[config.mk]
export PLATFORM = sky130hd
export DESIGN_NAME = zx_key_serializer
export DESIGN_NICKNAME = d
export VERILOG_FILES = /design/src/rtl/zx_key_serializer.sv
export SDC_FILE = /design/constraint.sdc
export NUM_CORES = 1
export LEC_CHECK = 0
export CAP_MARGIN = 25
export CORE_MARGIN = 3
export CORE_UTILIZATION = 45
export DETAILED_ROUTE_END_ITERATION = 10
export HOLD_SLACK_MARGIN = 0.15
export PLACE_DENSITY_LB_ADDON = 0.08
export SETUP_SLACK_MARGIN = 0.02
export SYNTH_ARGS = -nofsm -noshare
export SYNTH_HDL_FRONTEND = slang
export SYNTH_SLANG_ARGS = --single-unit
export TNS_END_PERCENT = 1
[constraint.sdc]
create_clock -name CLK -period 5.7 [get_ports CLK]
set_clock_uncertainty 0.15 [all_clocks]
set_input_delay 0.57 -clock CLK [delete_from_list [all_inputs] [get_ports CLK]]
set_output_delay 0.57 -clock CLK [all_outputs]
set_load 0.005 [all_outputs]
[src/rtl/zx_key_serializer.sv]
// Serializer for a CH446Q-style keyboard port: buffers crosspoint commands and shifts
// each one out as AY[2:0],AX[3:0] MSB first on DAT/SK, then latches the state with STB.
module zx_key_serializer #(
  parameter int FIFO_DEPTH = 4,
  parameter int DIV        = 4
) (
  input  logic       CLK,
  input  logic       RST,
  input  logic       cmd_valid,
  output logic       cmd_ready,
  input  logic [2:0] cmd_y,
  input  logic [3:0] cmd_x,
  input  logic       cmd_state,
  output logic       busy,
  output logic       DAT,
  output logic       SK,
  output logic       STB
);

  // state  | meaning
  // IDLE   | waiting for a queued command
  // BIT_LO | SK low, DAT carries the current address bit
  // BIT_HI | SK high, receiver samples DAT
  // STB_SU | SK low, DAT switches to the switch state
  // STB_HI | STB high, receiver latches the state
  // GAP    | STB low, then next command or IDLE
  typedef enum logic [2:0] {IDLE, BIT_LO, BIT_HI, STB_SU, STB_HI, GAP} state_t;

  localparam int AW = $clog2(FIFO_DEPTH);
  localparam int PW = (DIV > 1) ? $clog2(DIV) : 1;
  localparam logic [PW-1:0] PH_LAST = PW'(DIV - 1);
  localparam logic [AW:0]   FULL_CNT = (AW + 1)'(FIFO_DEPTH);

  logic [7:0]    mem_q [FIFO_DEPTH];
  logic [AW-1:0] wr_ptr_q, rd_ptr_q;
  logic [AW:0]   count_q;
  logic          push, pop;
  logic [7:0]    head;

  state_t        state_q, state_d;
  logic [PW-1:0] phase_q, phase_d;
  logic [2:0]    idx_q, idx_d;
  logic [6:0]    shreg_q, shreg_d;
  logic          st_q, st_d;
  logic          dat_q, dat_d;
  logic          sk_q, sk_d;
  logic          stb_q, stb_d;
  logic          ph_last;

  assign cmd_ready = (count_q != FULL_CNT);
  assign push      = cmd_valid & cmd_ready;
  assign head      = mem_q[rd_ptr_q];

  always_ff @(posedge CLK or posedge RST) begin
    if (RST) begin
      wr_ptr_q <= '0;
      rd_ptr_q <= '0;
      count_q  <= '0;
      for (int i = 0; i < FIFO_DEPTH; i++) mem_q[i] <= '0;
    end else begin
      if (push) begin
        mem_q[wr_ptr_q] <= {cmd_y, cmd_x, cmd_state};
        wr_ptr_q        <= wr_ptr_q + AW'(1);
      end
      if (pop) rd_ptr_q <= rd_ptr_q + AW'(1);
      case ({push, pop})
        2'b10:   count_q <= count_q + (AW + 1)'(1);
        2'b01:   count_q <= count_q - (AW + 1)'(1);
        default: count_q <= count_q;
      endcase
    end
  end

  assign ph_last = (phase_q == PH_LAST);

  always_comb begin
    state_d = state_q;
    phase_d = phase_q;
    idx_d   = idx_q;
    shreg_d = shreg_q;
    st_d    = st_q;
    pop     = 1'b0;
    case (state_q)
      IDLE: begin
        if (count_q != '0) begin
          pop     = 1'b1;
          shreg_d = head[7:1];
          st_d    = head[0];
          idx_d   = 3'd6;
          phase_d = '0;
          state_d = BIT_LO;
        end
      end
      default: begin
        if (!ph_last) begin
          phase_d = phase_q + PW'(1);
        end else begin
          phase_d = '0;
          case (state_q)
            BIT_LO: state_d = BIT_HI;
            BIT_HI: begin
              if (idx_q == 3'd0) begin
                state_d = STB_SU;
              end else begin
                idx_d   = idx_q - 3'd1;
                state_d = BIT_LO;
              end
            end
            STB_SU: state_d = STB_HI;
            STB_HI: state_d = GAP;
            GAP: begin
              if (count_q != '0) begin
                pop     = 1'b1;
                shreg_d = head[7:1];
                st_d    = head[0];
                idx_d   = 3'd6;
                state_d = BIT_LO;
              end else begin
                state_d = IDLE;
              end
            end
            default: state_d = IDLE;
          endcase
        end
      end
    endcase
  end

  // Pins follow the current state one cycle later, so every pin comes straight from a flop.
  always_comb begin
    dat_d = dat_q;
    sk_d  = 1'b0;
    stb_d = 1'b0;
    case (state_q)
      BIT_LO: dat_d = shreg_q[idx_q];
      BIT_HI: begin
        dat_d = shreg_q[idx_q];
        sk_d  = 1'b1;
      end
      STB_SU: dat_d = st_q;
      STB_HI: begin
        dat_d = st_q;
        stb_d = 1'b1;
      end
      GAP:     dat_d = st_q;
      default: dat_d = dat_q;
    endcase
  end

  always_ff @(posedge CLK or posedge RST) begin
    if (RST) begin
      state_q <= IDLE;
      phase_q <= '0;
      idx_q   <= '0;
      shreg_q <= '0;
      st_q    <= 1'b0;
      dat_q   <= 1'b0;
      sk_q    <= 1'b0;
      stb_q   <= 1'b0;
    end else begin
      state_q <= state_d;
      phase_q <= phase_d;
      idx_q   <= idx_d;
      shreg_q <= shreg_d;
      st_q    <= st_d;
      dat_q   <= dat_d;
      sk_q    <= sk_d;
      stb_q   <= stb_d;
    end
  end

  assign DAT  = dat_q;
  assign SK   = sk_q;
  assign STB  = stb_q;
  assign busy = (count_q != '0) | (state_q != IDLE);

endmodule

# --- Word-level counts from Yosys, hierarchy flattened ---
# Index checks and enable logic that the tools add are counted.
# Widths: inputs -> output; s select.
word_totals:
  register_bits: 58
  input_bits: 11
  out_inout_bits: 5
classes:
  n_addsub: 6
  n_lt_le_gt_ge: 4
  n_eq_ne: 11
  n_mux: 38
  bitwise_logic: 4
  n_reduce_logical: 15
op_table:
  columns: ["op", "n"]
  rows:
  - ["$bwmux 32", 1]
  - ["$mux 7", 4]
  - ["$mux 8", 3]
  - ["$mux 3", 7]
  - ["$bmux 8 s2", 1]
  - ["$demux 8 s2", 1]
  - ["$pmux 3 s5", 1]
  - ["$mux 1", 12]
  - ["$pmux 3 s2", 2]
  - ["$reduce_bool 3->1", 3]
  - ["$mux 2", 4]
  - ["$reduce_bool 2->1", 4]
  - ["$add 2x1->2 const B", 3]
  - ["$eq 3x2->1 const B", 2]
  - ["$eq 3x3->1 const B", 2]
  - ["$ge 3x3->1 const B", 2]
  - ["$logic_not 3->1", 2]
  - ["$not 2->3", 2]
  - ["$sub 3x1->3 const B", 2]
  - ["$eq 2x2->1 const B", 2]
  - ["$lt 3x4->1 const B", 1]
  - ["$reduce_and 2->1", 2]
  - ["$add 3x1->3 const B", 1]
  - ["$bmux 1 s3", 1]
  - ["other kinds (13)", 13]

# --- Depth between registers and ports, before layout ---
depth:
  word_depth: 8
  mapped_depth: 10
  depth_no_buf: 8

# --- Worst setup path after synthesis ---
# No wires, ideal clock.
synth_path:
  path_type: "reg-to-reg"
  from: "register phase_q[0]"
  to: "register count_q[1]"
  setup_ns: 0.125
  arrival_ns: 2.028
  required_time_ns: 5.425
  slack_ns: 3.397
  stages_incl_launch_ff: 9
  path_buffers: 2
  period_less_slack_ns: 2.303
  cell_sequence: "dfrtp_1 -> ha_1 -> buf_2 -> nand3_1 -> a211oi_2 -> buf_4 -> ha_1 -> fa_1 -> mux2_2"
synth_via:
  elab_chain_cells: 5
  word_cells_on_any_way: 7
synth_rtl:
  columns: ["element", "line_no", "rtl"]
  rows:
  - ["start: declaration", "41", "logic [PW-1:0] phase_q, phase_d;"]
  - ["start signal: assignment", "162", "phase_q <= phase_d;"]
  - ["$eq 2x2->1 *", "74", "assign ph_last = (phase_q == PH_LAST);"]
  - ["$mux 1 *", "95", "if (!ph_last) begin"]
  - ["$mux 1 *", "83", "case (state_q)"]
  - ["named net pop", "37", "logic push, pop;"]
  - ["$eq 2x1->1 / $eq 2x2->1 (equally long branches)", "66", "case ({push, pop})"]
  - ["$pmux 3 s2 / $reduce_bool 2->1 (equally long branches)", null, null]
  - ["end signal: assignment", "67", "2'b10: count_q <= count_q + (AW + 1)'(1);"]
  - ["end signal: assignment", "68", "2'b01: count_q <= count_q - (AW + 1)'(1);"]
  - ["end signal: assignment", "69", "default: count_q <= count_q;"]
  - ["end: declaration", "36", "logic [AW:0] count_q;"]
# The timed path passes the listed nets; every way through them passes the cells marked *.
# A chain may end at the register's enable or synchronous reset.

# --- Worst setup path after layout ---
layout_path:
  from: "register phase_q[0]"
  to: "register count_q[1]"
layout_via:
  elab_chain_cells: 5
  word_cells_on_any_way: 7
layout_rtl:
  columns: ["element", "line_no"]
  rows:
  - ["$eq 2x2->1 *", "74"]
  - ["$mux 1 *", "95"]
  - ["$mux 1 *", "83"]
  - ["$eq 2x1->1 / $eq 2x2->1 (equally long branches)", "66"]
  - ["$pmux 3 s2 / $reduce_bool 2->1 (equally long branches)", null]
# Every way passes the cells marked *; elsewhere a longest branch is shown, timed or not.

==> key figures <==
Timing
  • Final-report hold violation count: 0
  • Slew headroom: 0.403
  • Min Tclk post-route: 2.95 ns
  • FMAX: 339 MHz
  • Tightest Pin Transition: 0.894 ns
  • Hold_ws: 0.353 ns
  • RSZ-0062 raised after global routing: no
  • Final setup violation count: 0
  • Period utilization: 0.518
  • Sum Neg Setup Slack: 0 ns
  • Max-slew violation count: 0

Clock network
  • Clk sinks: 58
  • CTS tree: done
  • Clock latency at the later pin of the worst-skew pair: 0.34 ns
  • Root Buffer: clkbuf_8
  • Number of buffers created by CTS: 9
  • Reg clk slew, reported paths: 0.06 ns
  • Clock Tree Buf Depth: 2
  • Postcts setup bufs: 0
  • Hold Buf Count CTS: 0
  • Post_cts resized: 0
  • CTS HTree Levels: 3

Power
  • Sw frac: 0.316
  • Clock power frac: 0.233
  • Lkg Pwr: 1.37 nW
  • Pwr Density: 614 nW/um2
  • Net Switching: 0.620 mW
  • Comb pwr share: 0.357
  • Peak VDD IR: 251 uV
  • Cell-internal power: 1.34 mW
  • Register share of total power: 0.410

Worst hold path
  • HP Class: reg2reg

Global routing
  • Routing usage on met3: 0.0632
  • Vias in the first global route: 1,742
  • Global-route usage over all layers: 0.157
  • Met2 Usage GRT: 0.247
  • Gr ovfl total: 0
  • Met1 Use GR: 0.191
  • Grt peak-use layer: met2
  • Largest net degree at the start of global routing: 59
  • First-pass GRT wire length: 8450 um
  • Initial antenna violation count: 0

Placement
  • Port Buffers: 15
  • Gpl congestion: 0.857
  • Post-DP HPWL: 3430 um
  • Area post-placement: 2960 um2

Drt
  • Post-DRT Antenna Nets: 0
  • Post-route DRC: 0
  • 1st-pass router iterations: 4
  • Via Count: 1,655
  • DR iter-0 viols: 73
  • Drt via density: 5.54
  • Final WL: 4910 um
  • Wire per inst: 16.4 um

Synth
  • Synth top area share: 0.529
  • Post-synth EDFFs: 0
  • Post-Syn Instances: 203
  • Yosys warns: 0
  • Synth cell count leaders: 58 x dfrtp_1, 43 x mux2_2, 15 x nand2_1
  • Syn_nets: 223
  • Sequential share of the synthesized area: 0.529
  • Post-Syn Area per Cell: 13.5 um2
  • FFs w/ async S/R, synth: 1.00
  • Prevailing post-synth register cell: dfrtp_1
  • Mapped Area: 2740 um2
  • Synth cell types: 38
  • Most frequent cell after synthesis: dfrtp_1
  • Cell accounting for the most synthesized area: dfrtp_1
  • Synthesized flop and latch total: 58
  • Synth top area cells: dfrtp_1 53%, mux2_2 18%, mux4_2 7.4%, ha_1 3.7%, nand2_1 2.1%

Floorplan
  • Row count: 27
  • Die ar.: 7060 um2
  • Die width: 84.1 um
  • Die Y-Extent: 84.1 um
  • Placeable Area: 5710 um2
  • Ports: 16
  • Starting Density: 0.480

Worst setup path
  • Critical path data arrival time: 3.02 ns
  • Data required time at the worst endpoint: 5.77 ns
  • Crit path launch type: flop
  • Crit path kind: reg2reg
  • Crit-path max FO: 11
  • Crit path capture type: flop

Cells and area
  • Seq. cell area: 1450 um2
  • Diode count: 0
  • Filler cell count: 448
  • Footprint of the multi-input gates: 1220 um2
  • Post-Route Utilization: 0.560
  • P&R area growth vs syn: 16.6%
  • # nets final: 243
  • Share of layout cells above drive strength 1: 0.339
  • Design area: 3200 um2

Status
  • Status: finished clean

Run
  • Max-capacitance violation count: 0
-- power by group through the flow --
stage / clock, mW / combinational (mW) / sequential, mW
3_3_place_gp: 0 / 0.677 / 0.794
3_5_place_dp: 0 / 0.712 / 0.813
2_1_floorplan: 0 / 0.630 / 0.718
5_1_grt: 0.488 / 0.780 / 0.838
4_1_cts: 0.469 / 0.716 / 0.807
6_report: 0.458 / 0.700 / 0.804
-- layer usage --
metal | part of all wire | up-vias
met5 | 0 | -
met4 | 0.016 | 0
met3 | 0.055 | 9
met2 | 0.49 | 40
met1 | 0.44 | 838
li1 | - | 768
-- layout by cell type (no fill, tap or decap), drive strengths merged, types with 2 or more instances in the layout --
| cell type | n |
|---|---|
| a211oi | 2 |
| a21boi | 2 |
| a21oi | 3 |
| a22oi | 2 |
| bufinv | 3 |
| clkbuf | 10 |
| clkdlybuf4s50 | 15 |
| dfrtp | 58 |
| ha | 8 |
| inv | 9 |
| mux2 | 43 |
| mux4 | 9 |
| nand2 | 19 |
| nand2b | 2 |
| nand3 | 3 |
| nand3b | 2 |
| nor2 | 8 |
| nor3 | 3 |
| o211ai | 2 |
| o21ai | 2 |
| o31ai | 2 |
| xnor2 | 5 |
| xor2 | 2 |
-- sequential cells by signal (all words and copies together), names as in the netlist --
signal,cells
state_q,3
rd_ptr_q,2
st_q,1
wr_ptr_q,2
count_q,3
SK,1
mem_q,32
idx_q,3
shreg_q,7
phase_q,2
DAT,1
STB,1
-- worst max-delay path, cell delays in order, from the launching register on --
cell and delay (ns):
dfrtp_1 0.38, ha_1 0.33, nand3_1 0.15, a211oi_2 0.80, ha_1 0.34, fa_1 0.42, mux2_2 0.26
-- stage by stage --
stage | power (mW) | setup WS (ns) | instances
finish | 1.96 | 2.75 | 299
floorplan | 1.35 | 3.40 | 203
detailed placement | 1.53 | 2.76 | 284
global placement | 1.47 | 2.85 | 284
global route | 2.11 | 2.54 | 299
CTS | 1.99 | 2.74 | 299
-- path summary, 6_finish.rpt --
check                      cells after the start  slack [ns]          end        from
max in group asynchronous                      3        4.32         st_q         RST
setup / recovery                               6        2.75   count_q[1]  phase_q[0]
setup reg to reg                               6        2.75   count_q[1]  phase_q[0]
hold / removal                                 1        0.35    mem_q[25]   mem_q[25]
hold reg to reg                                1        0.35    mem_q[25]   mem_q[25]
min in group asynchronous                      3        0.61  wr_ptr_q[0]         RST
-- kinds of logic (layout without fill, tap and decap cells) --
group / after synthesis / count (layout) / synth area share
flip-flops: 58 / 58 / 0.529
buffers and inverters: 16 / 40 / 0.0246
XOR/XNOR: 7 / 7 / 0.0224
AND/OR/NAND/NOR: 41 / 41 / 0.0744
AO/OA/AOI/OAI: 19 / 19 / 0.0511
multiplexers: 53 / 53 / 0.254
adder cells (fa/ha/maj): 9 / 9 / 0.0438
-- layout make-up --
class,count,share of cell area
inverters,9,0.0106
multi-input cells,129,0.383
clock buffers,10,0.0431
repair buffers,16,0.0493
well taps,72,0.0282
clock inverters,5,0.0321
flip-flops and latches,58,0.454
(Power assumes the default switching activity.)
